==> src/rtl/signed_minmax_tracker_if.sv <==
// Sample stream and tracked-window status bundle for signed_minmax_tracker.
interface signed_minmax_tracker_if #(
  parameter int unsigned WIDTH     = 8,
  parameter int unsigned CNT_WIDTH = 8
);
  logic [WIDTH-1:0]     I;
  logic                 I_valid;
  logic                 CLR;
  logic [WIDTH-1:0]     O_min;
  logic [WIDTH-1:0]     O_max;
  logic [CNT_WIDTH-1:0] O_count;
  logic                 O_valid;
  logic                 O_sat;
  logic                 O_new_min;
  logic                 O_new_max;

  // Producer side: drives samples, observes window status.
  modport master (
    output I, I_valid, CLR,
    input  O_min, O_max, O_count, O_valid, O_sat, O_new_min, O_new_max
  );

  // Tracker side.
  modport slave (
    input  I, I_valid, CLR,
    output O_min, O_max, O_count, O_valid, O_sat, O_new_min, O_new_max
  );
endinterface

==> src/rtl/signed_minmax_tracker.sv <==
// Running signed min/max tracker with saturating sample count and
// one-cycle new-extreme pulses. All outputs come straight from flops.
module signed_minmax_tracker #(
  parameter int unsigned WIDTH     = 8,
  parameter int unsigned CNT_WIDTH = 8
) (
  input logic                  CLK,
  input logic                  ASYNCRESET,
  signed_minmax_tracker_if.slave bus
);

  localparam logic [CNT_WIDTH-1:0] CNT_MAX = '1;
  localparam logic [CNT_WIDTH-1:0] CNT_ONE = CNT_WIDTH'(1);

  typedef enum logic [1:0] {
    ST_EMPTY     = 2'd0,
    ST_TRACKING  = 2'd1,
    ST_SATURATED = 2'd2
  } state_e;

  state_e               state_q, state_d;
  logic [WIDTH-1:0]     min_q, min_d;
  logic [WIDTH-1:0]     max_q, max_d;
  logic [CNT_WIDTH-1:0] cnt_q, cnt_d;
  logic                 valid_q, valid_d;
  logic                 sat_q, sat_d;
  logic                 new_min_q, new_min_d;
  logic                 new_max_q, new_max_d;

  logic                 min_le_c;
  logic                 max_le_c;

  // Signed-LE comparators: sample vs current min, current max vs sample.
  assign min_le_c = $signed(bus.I) <= $signed(min_q);
  assign max_le_c = $signed(max_q) <= $signed(bus.I);

  // Next-state and next-output decode.
  always_comb begin
    state_d   = state_q;
    min_d     = min_q;
    max_d     = max_q;
    cnt_d     = cnt_q;
    new_min_d = 1'b0;
    new_max_d = 1'b0;

    if (bus.CLR && !bus.I_valid) begin
      state_d = ST_EMPTY;
      min_d   = '0;
      max_d   = '0;
      cnt_d   = '0;
    end else if (bus.I_valid) begin
      if (bus.CLR || (state_q == ST_EMPTY)) begin
        // First sample of a window seeds both extremes without pulsing.
        min_d   = bus.I;
        max_d   = bus.I;
        cnt_d   = CNT_ONE;
        state_d = (CNT_ONE == CNT_MAX) ? ST_SATURATED : ST_TRACKING;
      end else begin
        if (min_le_c) min_d = bus.I;
        if (max_le_c) max_d = bus.I;
        new_min_d = min_le_c && (bus.I != min_q);
        new_max_d = max_le_c && (bus.I != max_q);
        if (state_q == ST_TRACKING) begin
          cnt_d = cnt_q + CNT_ONE;
          if (cnt_d == CNT_MAX) state_d = ST_SATURATED;
        end
      end
    end

    valid_d = (state_d != ST_EMPTY);
    sat_d   = (state_d == ST_SATURATED);
  end

  // State and output registers.
  always_ff @(posedge CLK or posedge ASYNCRESET) begin
    if (ASYNCRESET) begin
      state_q   <= ST_EMPTY;
      min_q     <= '0;
      max_q     <= '0;
      cnt_q     <= '0;
      valid_q   <= 1'b0;
      sat_q     <= 1'b0;
      new_min_q <= 1'b0;
      new_max_q <= 1'b0;
    end else begin
      state_q   <= state_d;
      min_q     <= min_d;
      max_q     <= max_d;
      cnt_q     <= cnt_d;
      valid_q   <= valid_d;
      sat_q     <= sat_d;
      new_min_q <= new_min_d;
      new_max_q <= new_max_d;
    end
  end

  assign bus.O_min     = min_q;
  assign bus.O_max     = max_q;
  assign bus.O_count   = cnt_q;
  assign bus.O_valid   = valid_q;
  assign bus.O_sat     = sat_q;
  assign bus.O_new_min = new_min_q;
  assign bus.O_new_max = new_max_q;

endmodule

==> src/flat_wrapper.sv <==
// flat-port wrapper written by rule: the top's interface ports become plain ports
module signed_minmax_tracker_flat 
#(
  parameter int unsigned WIDTH     = 8,
  parameter int unsigned CNT_WIDTH = 8
)
  (CLK, ASYNCRESET, bus_I, bus_I_valid, bus_CLR, bus_O_min, bus_O_max, bus_O_count, bus_O_valid, bus_O_sat, bus_O_new_min, bus_O_new_max);
  signed_minmax_tracker_if #(.WIDTH(WIDTH), .CNT_WIDTH(CNT_WIDTH)) bus_i ();
  input logic CLK;
  input logic ASYNCRESET;
  input wire logic [$bits(bus_i.I)-1:0] bus_I;
  input wire logic [$bits(bus_i.I_valid)-1:0] bus_I_valid;
  input wire logic [$bits(bus_i.CLR)-1:0] bus_CLR;
  output wire logic [$bits(bus_i.O_min)-1:0] bus_O_min;
  output wire logic [$bits(bus_i.O_max)-1:0] bus_O_max;
  output wire logic [$bits(bus_i.O_count)-1:0] bus_O_count;
  output wire logic [$bits(bus_i.O_valid)-1:0] bus_O_valid;
  output wire logic [$bits(bus_i.O_sat)-1:0] bus_O_sat;
  output wire logic [$bits(bus_i.O_new_min)-1:0] bus_O_new_min;
  output wire logic [$bits(bus_i.O_new_max)-1:0] bus_O_new_max;
  assign bus_i.I = bus_I;
  assign bus_i.I_valid = bus_I_valid;
  assign bus_i.CLR = bus_CLR;
  assign bus_O_min = bus_i.O_min;
  assign bus_O_max = bus_i.O_max;
  assign bus_O_count = bus_i.O_count;
  assign bus_O_valid = bus_i.O_valid;
  assign bus_O_sat = bus_i.O_sat;
  assign bus_O_new_min = bus_i.O_new_min;
  assign bus_O_new_max = bus_i.O_new_max;
  signed_minmax_tracker #(.WIDTH(WIDTH), .CNT_WIDTH(CNT_WIDTH)) u_core (.CLK(CLK), .ASYNCRESET(ASYNCRESET), .bus(bus_i));
endmodule
==> config.mk <==
export PLATFORM = sky130hd
export DESIGN_NAME = signed_minmax_tracker_flat
export DESIGN_NICKNAME = d
export VERILOG_FILES = /design/src/rtl/signed_minmax_tracker_if.sv /design/src/rtl/signed_minmax_tracker.sv /design/src/flat_wrapper.sv
export SDC_FILE = /design/constraint.sdc
export NUM_CORES = 1
export LEC_CHECK = 0
export ABC_CLOCK_PERIOD_IN_PS = 3250
export CAP_MARGIN = 20
export CORE_ASPECT_RATIO = 0.6
export CORE_MARGIN = 1
export CORE_UTILIZATION = 55
export DETAILED_ROUTE_END_ITERATION = 12
export PLACE_DENSITY = 0.85
export SLEW_MARGIN = 20
export SYNTH_ARGS = -nofsm -noshare
export SYNTH_HDL_FRONTEND = slang
export SYNTH_SLANG_ARGS = --single-unit
==> constraint.sdc <==
create_clock -name CLK -period 3.25 [get_ports CLK]
set_clock_uncertainty 0.15 [all_clocks]
set_input_delay 0.65 -clock CLK [delete_from_list [all_inputs] [get_ports CLK]]
set_output_delay 0.65 -clock CLK [all_outputs]
set_load 0.05 [all_outputs]
==> results of run 1 <==
-- area by class of cell --
cell class,count,share of cell area
clock buffers,7,0.0343
multi-input cells,155,0.438
repair buffers,44,0.170
flip-flops and latches,30,0.299
clock inverters,1,0.00199
well taps,45,0.0224
inverters,23,0.0343
-- power by group through the flow --
stage | logic, W | registers (W) | clock network, W
2_1_floorplan | 0.000230 | 0.000646 | 0
4_1_cts | 0.000587 | 0.000484 | 0.000316
3_5_place_dp | 0.000582 | 0.000489 | 0
5_1_grt | 0.000633 | 0.000492 | 0.000330
6_report | 0.000591 | 0.000486 | 0.000317
3_3_place_gp | 0.000567 | 0.000488 | 0
-- kinds of logic (layout without fill, tap and decap cells) --
group / count (synthesis) / count (layout) / share of synthesized area
adders and majority gates: 18 / 18 / 0.114
buffers and inverters: 30 / 75 / 0.0585
and+or+nand+nor: 68 / 68 / 0.182
DFF: 30 / 30 / 0.381
AOI/OAI and AO/OA: 68 / 68 / 0.259
xor gates and xnor gates: 1 / 1 / 0.00445
-- stage by stage --
stage | utilization | hold WS [ps]
5_1_grt | 0.752 | 407
3_5_place_dp | 0.725 | 367
3_3_place_gp | 0.725 | 354
6_report | 0.752 | 381
2_1_floorplan | - | 406
4_1_cts | 0.752 | 385
-- final timing paths --
path / from / to / depth (start not counted)
setup / recovery: bus_I[7] / u_core.bus.O_max[6] / 8
min in group asynchronous: ASYNCRESET / u_core.bus.O_max[7] / 3
hold reg to reg: u_core.bus.O_min[7] / u_core.bus.O_min[7] / 1
hold / removal: u_core.bus.O_min[7] / u_core.bus.O_min[7] / 1
max in group asynchronous: ASYNCRESET / u_core.bus.O_min[7] / 3
setup reg to reg: u_core.bus.O_min[5] / u_core.bus.O_min[4] / 7
-- registers in the layout (all words and copies together) (netlist names) --
| signal | count |
|---|---|
| u_core.state_q | 2 |
| u_core.bus.O_valid | 1 |
| u_core.bus.O_count | 8 |
| u_core.bus.O_new_max | 1 |
| u_core.bus.O_sat | 1 |
| u_core.bus.O_min | 8 |
| u_core.bus.O_new_min | 1 |
| u_core.bus.O_max | 8 |
-- metal layers --
| layer | global-route usage | up-vias | part of all wire |
|---|---|---|---|
| met2 | 0.445 | 110 | 0.42 |
| met3 | 0.0774 | 19 | 0.11 |
| met4 | 0.103 | 0 | 0.022 |
| li1 | - | 898 | - |
| met5 | 0 | - | 0 |
| met1 | 0.434 | 910 | 0.45 |
-- layout by cell type, fill, tap and decap left out, drive strengths merged, types with 5 or more instances in the layout --
| master | count |
|---|---|
| inv | 23 |
| nand3 | 14 |
| a21oi | 14 |
| nor2 | 17 |
| a22o | 8 |
| a32oi | 9 |
| nor2b | 5 |
| ha | 18 |
| clkbuf | 7 |
| o21ai | 7 |
| nand2 | 5 |
| clkdlybuf4s50 | 39 |
| nand4 | 11 |
| o211ai | 10 |
| nor3 | 5 |
| dfrtp | 30 |
| buf | 5 |
| a21o | 6 |
-- worst max-delay path: stages --
cell and delay [ps]:
sky130_fd_sc_hd__clkdlybuf4s50_1 640, sky130_fd_sc_hd__inv_1 80, sky130_fd_sc_hd__ha_1 340, sky130_fd_sc_hd__nand4_1 200, sky130_fd_sc_hd__nor2_1 70, sky130_fd_sc_hd__nor2_1 390, sky130_fd_sc_hd__o211ai_1 180, sky130_fd_sc_hd__nand3_1 150
==> Flow_metrics.wiki, run 1 <==
{| class="wikitable"
! Metric !! Value
|-
| Result of the run || finished clean
|-
| Count of placed standard cells in the final layout, fillers left out || 305
|-
| Sequential share of power || 0.349
|-
| Placed wire-length estimate after detailed placement || 3.92 mm
|-
| Gpl congestion || 0.885
|-
| Hold-fix buffers at CTS || 0
|-
| Maximum capacitance violations || 0
|-
| #FFs+latches synth || 30
|-
| Detailed-route wire length || 5.36 mm
|-
| Total of cells resized after clock tree synthesis || 0
|-
| Reg2reg setup slack || 1180 ps
|-
| Nets@finish || a little under 300
|-
| Startpoint kind of the worst setup timing path || input port
|-
| Number of vias per cell after detailed routing || roughly 6.4
|-
| Min-Delay Path Class || register to register
|-
| Net Count, Synth || approximately 250
|-
| Count of flip-flops with a built-in enable after synthesis || 0
|-
| Number of antenna violations at the first check in global routing || 0
|-
| TritonCTS sink count || 30
|-
| Num CTS Buffers || 5
|-
| Number of setup buffers added after CTS || 0
|-
| Post-route cell area || between 0.002 and 0.003 mm2
|-
| Final period demand of the worst path || between 2000 and 3000 ps
|-
| Arrival time at the worst endpoint || approximately 2700 ps
|-
| Multi-input combinational cell area || roughly 0.0011 mm2
|-
| Power density of the placed cells || between 500 and 600 mW/mm2
|-
| Fraction of synthesized cell area taken by the top area cell type || 0.381
|-
| Total Power || 0.00139 W
|-
| Cell types occupying the most area after synthesis || sky130_fd_sc_hd__dfrtp_1 38%, sky130_fd_sc_hd__ha_1 11%, sky130_fd_sc_hd__inv_1 4.4%
|-
| DRC errors left || 0
|-
| Slew at the pin closest to its max-slew limit || 628 ps
|-
| Worst VDD drop || approximately 0.33 mV
|-
| Cell with the most instances after synthesis || sky130_fd_sc_hd__dfrtp_1
|-
| Deepest level of the CTS H-tree || 2
|-
| Async SR Flop Fraction || 1.00
|-
| Share of layout cells above drive strength 1 || 0.0692
|-
| GRT Util Overall || 0.303
|-
| Clock power frac || 0.227
|-
| Switch Pwr || ~0.00059 W
|-
| Die Y || ~48 um
|-
| Internal Power || around 0.0008 W
|-
| 1st-pass router iterations || 5
|-
| Number of primary I/O pins || 40
|-
| Clock Tree Root || sky130_fd_sc_hd__clkbuf_8
|-
| Startpoint-to-endpoint class of the critical path || input port to register
|-
| Routed wire length per instance || roughly 18 um
|-
| Core Region || between 0.003 and 0.004 mm2
|-
| Fill cell count || between 200 and 250
|-
| Avg Inst Size Synth || ~9 um2
|-
| Number of warning messages in the yosys log || 0
|-
| Placed standard-cell area || between 0.002 and 0.0025 mm2
|-
| Maximum number of pins on one net before global-route repair || 31
|-
| Starting density of the core || 0.589
|-
| Data required time at the worst endpoint || about 3300 ps
|-
| Row cnt || 16
|-
| Number of DRC markers after the initial detailed-route iteration || around 220
|-
| Achievable clock frequency || ~380 MHz
|-
| Area of the mapped netlist || roughly 0.0020 mm2
|-
| P&R area growth vs syn || 27.8%
|-
| Register area share after synthesis || 0.381
|-
| Critical path peak fanout || 8
|-
| Number of placed cells counting well taps || ~300
|-
| Remaining global-route overflow || 0
|-
| Number of vias after detailed routing || 1937
|-
| # setup viols final || 0
|-
| Category of the worst setup path capture point || register
|-
| Horizontal extent of the die || between 70 and 80 um
|-
| Number of global-route vias before repair || ~1800
|-
| Die area || 0.00383 mm2
|-
| Antenna Violating Nets Remaining || 0
|-
| Portion of the clock cycle consumed by the worst path in the final layout || 0.812
|-
| Hold Violations, Final || 0
|-
| Worst relative slew slack || 0.580
|-
| Number of distinct standard cells referenced by the synthesized netlist || 40
|-
| Yosys top cell by area || sky130_fd_sc_hd__dfrtp_1
|-
| Final worst setup slack || between 600 and 700 ps
|-
| Setup repair after global routing missed its margin || no
|-
| First-pass GRT wire length || roughly 9 mm
|-
| Top post-synthesis cells by count || 30 x sky130_fd_sc_hd__dfrtp_1, 23 x sky130_fd_sc_hd__inv_1, 18 x sky130_fd_sc_hd__ha_1, 17 x sky130_fd_sc_hd__nor2_1
|-
| Clock-pin slew on the worst setup and hold paths || approximately 70 ps
|-
| CTS tree || built
|-
| Synthesized instance count || approximately 220
|-
| Post-Route Setup TNS || 0 ps
|-
| Worst setup slack before clock tree synthesis || around 380 ps
|-
| Comb pwr share || 0.424
|-
| N_diodes || 0
|-
| Switching share of power || 0.425
|-
| Clock tree buffer depth || 2
|-
| Primary FF master, synth || sky130_fd_sc_hd__dfrtp_1
|-
| Cell leakage power || ~1.1 nW
|-
| FF/Latch Area || 751 um2
|-
| Clock Latency Late Sink || 290 ps
|-
| Max-slew violation count || 0
|-
| Count of buffers from port buffering || 39
|}
(Power assumes the default switching activity.)
==> inputs of run 2 (changes only) <==
--- a/config.mk
+++ b/config.mk
@@ -5,13 +5,13 @@
 export SDC_FILE = /design/constraint.sdc
 export NUM_CORES = 1
 export LEC_CHECK = 0
-export ABC_CLOCK_PERIOD_IN_PS = 3250
+export ABC_CLOCK_PERIOD_IN_PS = 2100
 export CAP_MARGIN = 20
 export CORE_ASPECT_RATIO = 0.6
 export CORE_MARGIN = 1
-export CORE_UTILIZATION = 55
+export CORE_UTILIZATION = 46
 export DETAILED_ROUTE_END_ITERATION = 12
-export PLACE_DENSITY = 0.85
+export PLACE_DENSITY = 0.76
 export SLEW_MARGIN = 20
 export SYNTH_ARGS = -nofsm -noshare
 export SYNTH_HDL_FRONTEND = slang
==> constraint.sdc (replaced) <==
create_clock -name CLK -period 2.1 [get_ports CLK]
set_clock_uncertainty 0.15 [all_clocks]
set_input_delay 0.42 -clock CLK [delete_from_list [all_inputs] [get_ports CLK]]
set_output_delay 0.42 -clock CLK [all_outputs]
set_load 0.05 [all_outputs]
==> Flow_metrics.wiki, run 2 (synthesis gave the netlist of run 1 again) <==
{| class="wikitable"
! Metric !! Value
|-
| Switch Pwr || slightly below 0.001 W
|-
| Setup repair after global routing missed its margin || yes
|-
| Data required time at the worst endpoint || 2120 ps
|-
| Maximum number of pins on one net before global-route repair || 22
|-
| Worst setup slack before clock tree synthesis || -641 ps
|-
| Internal Power || 0.00134 W
|-
| Result of the run || finished clean
|-
| Startpoint-to-endpoint class of the critical path || input port to register
|-
| Worst relative slew slack || 0.573
|-
| End of the worst register-to-register path || u_core.bus.O_max[4]
|-
| FF/Latch Area || about 760 um2
|-
| Starting density of the core || 0.508
|-
| Core Region || 0.00387 mm2
|-
| Startpoint kind of the worst setup timing path || input port
|-
| Slew at the pin closest to its max-slew limit || between 600 and 700 ps
|-
| Placed wire-length estimate after detailed placement || roughly 4.1 mm
|-
| 1st-pass router iterations || 5
|-
| Switching share of power || 0.421
|-
| Arrival time at the worst endpoint || roughly 2100 ps
|-
| Core occupancy in the finished layout || 0.713
|-
| Num CTS Buffers || 5
|-
| Number of cells on the worst reg-to-reg path || 8
|-
| Worst r2r src || u_core.bus.O_max[1]
|-
| Detailed-route wire length || 5.70 mm
|-
| Reg2reg setup slack || 70 ps
|-
| Hold-fix buffers at CTS || 0
|-
| Worst hold slack after final layout || 302 ps
|-
| Number of DRC markers after the initial detailed-route iteration || roughly 270
|-
| Nets@finish || 314
|-
| Commonest non-fill, non-tap cells in the layout || 49 x sky130_fd_sc_hd__buf_4, 22 x sky130_fd_sc_hd__inv_1, 22 x sky130_fd_sc_hd__dfrtp_1, 16 x sky130_fd_sc_hd__ha_1, 15 x sky130_fd_sc_hd__nor2_1
|-
| Number of vias per cell after detailed routing || 5.92
|-
| Share of layout cells above drive strength 1 || 0.298
|-
| GRT Util Overall || 0.268
|-
| Gpl congestion || 0.881
|-
| First-pass GRT wire length || slightly below 9 mm
|-
| Achievable clock frequency || about 490 MHz
|-
| # setup viols final || 0
|-
| Placed standard-cell area || ~0.0026 mm2
|-
| Final period demand of the worst path || about 2000 ps
|-
| Category of the worst setup path capture point || register
|-
| Leading cell type in the layout, fill and taps excluded || sky130_fd_sc_hd__buf_4
|-
| Portion of the clock cycle consumed by the worst path in the final layout || 0.973
|-
| Critical path peak fanout || 8
|-
| Die Y || roughly 53 um
|-
| Die area || 0.00455 mm2
|-
| Number of antenna violations at the first check in global routing || 0
|-
| Sequential share of power || 0.322
|-
| Max-slew violation count || 0
|-
| Maximum capacitance violations || 0
|-
| Power density of the placed cells || 839 mW/mm2
|-
| CTS tree || built
|-
| Routed wire length per instance || about 17 um
|-
| Antenna Violating Nets Remaining || 0
|-
| Hold Violations, Final || 0
|-
| Clock-pin slew on the worst setup and hold paths || 70 ps
|-
| Clock Latency Late Sink || a little under 300 ps
|-
| Comb pwr share || 0.466
|-
| Count of buffers from port buffering || 39
|-
| Fill cell count || approximately 310
|-
| Post-route cell area || around 0.0028 mm2
|-
| TritonCTS sink count || 30
|-
| Number of vias after detailed routing || roughly 2000
|-
| DRC errors left || 0
|-
| P&R area growth vs syn || 40.2%
|-
| Cell leakage power || ~1.3 nW
|-
| Horizontal extent of the die || between 80 and 90 um
|-
| Number of primary I/O pins || 40
|-
| Final worst setup slack || about 57 ps
|-
| Min-Delay Path Class || input port to async pin
|-
| N_diodes || 0
|-
| Number of global-route vias before repair || between 1500 and 2000
|-
| Clock Tree Root || sky130_fd_sc_hd__clkbuf_8
|-
| Deepest level of the CTS H-tree || 2
|-
| Row cnt || 17
|-
| Remaining global-route overflow || 0
|-
| Clock tree buffer depth || 2
|-
| Multi-input combinational cell area || approximately 0.0012 mm2
|-
| Worst VDD drop || ~0.56 mV
|-
| Clock power frac || 0.211
|}
-- run 2: changes by cell type in the layout (fill, tap and decap cells not counted), moves of 6 or more --
cell,delta
sky130_fd_sc_hd__buf_4,+44
sky130_fd_sc_hd__clkdlybuf4s50_1,-29
sky130_fd_sc_hd__dfrtp_1,-8
sky130_fd_sc_hd__dfrtp_2,+8
sky130_fd_sc_hd__dlygate4sd2_1,+6
-- run 2: layout make-up --
class,instances,share of cell area
clock buffers,7,0.0313
repair buffers,69,0.207
multi-input cells,155,0.427
inverters,23,0.0313
well taps,57,0.0259
flip-flops and latches,30,0.276
clock inverters,1,0.00181
-- run 2: power groups by stage --
stage	Sequential (W)	Clock [W]	Combinational, W
after global routing	0.000755	0.000508	0.00116
after global placement	0.000750	0	0.000983
final	0.000746	0.000490	0.00108
after detailed placement	0.000752	0	0.00100
after CTS	0.000743	0.000486	0.00103
after floorplan	0.00100	0	0.000355
-- run 2: layer usage --
layer  up-vias  part of all wire  track usage
li1        954                 -            -
met4         0             0.015       0.0972
met1       946              0.52        0.424
met3         8             0.090       0.0756
met5         -                 0            0
met2       115              0.37        0.331
-- run 2: timing repair --
item	CTS	global route
pin swaps	5	5
resized for setup	16	10
buffers inserted	1	2
hold endpoints to repair	0	0
setup endpoints to repair	17	17
-- run 2: through the flow --
stage | setup TNS [ps] | total power (W) | instances
3_3_place_gp | -8190 | 0.00173 | 331
2_1_floorplan | 0 | 0.00136 | 215
3_5_place_dp | -9450 | 0.00175 | 331
4_1_cts | 0 | 0.00226 | 340
5_1_grt | -17.0 | 0.00242 | 342
6_report | 0 | 0.00232 | 342
-- run 2: how the worst max path moves through the flow --
stage,startpoint,endpoint,slack (ps),depth (start not counted)
floorplan,u_core.bus.O_min[5],u_core.bus.O_min[0],6,7
finish,bus_I[6],u_core.bus.O_min[4],60,7
CTS,bus_I[1],u_core.bus.O_max[4],3,9
global route,u_core.bus.O_max[1],u_core.bus.O_max[4],-10,8
global placement,bus_I[1],u_core.bus.O_new_max,-500,8
detailed placement,bus_I[1],u_core.bus.O_max[4],-640,8
-- run 2: critical path, stage by stage --
cell	delay (ps)
sky130_fd_sc_hd__dlygate4sd2_1	310
sky130_fd_sc_hd__ha_1	350
sky130_fd_sc_hd__nand3_2	100
sky130_fd_sc_hd__nor2_2	70
sky130_fd_sc_hd__a211o_1	310
sky130_fd_sc_hd__o21a_4	270
sky130_fd_sc_hd__a22o_1	240
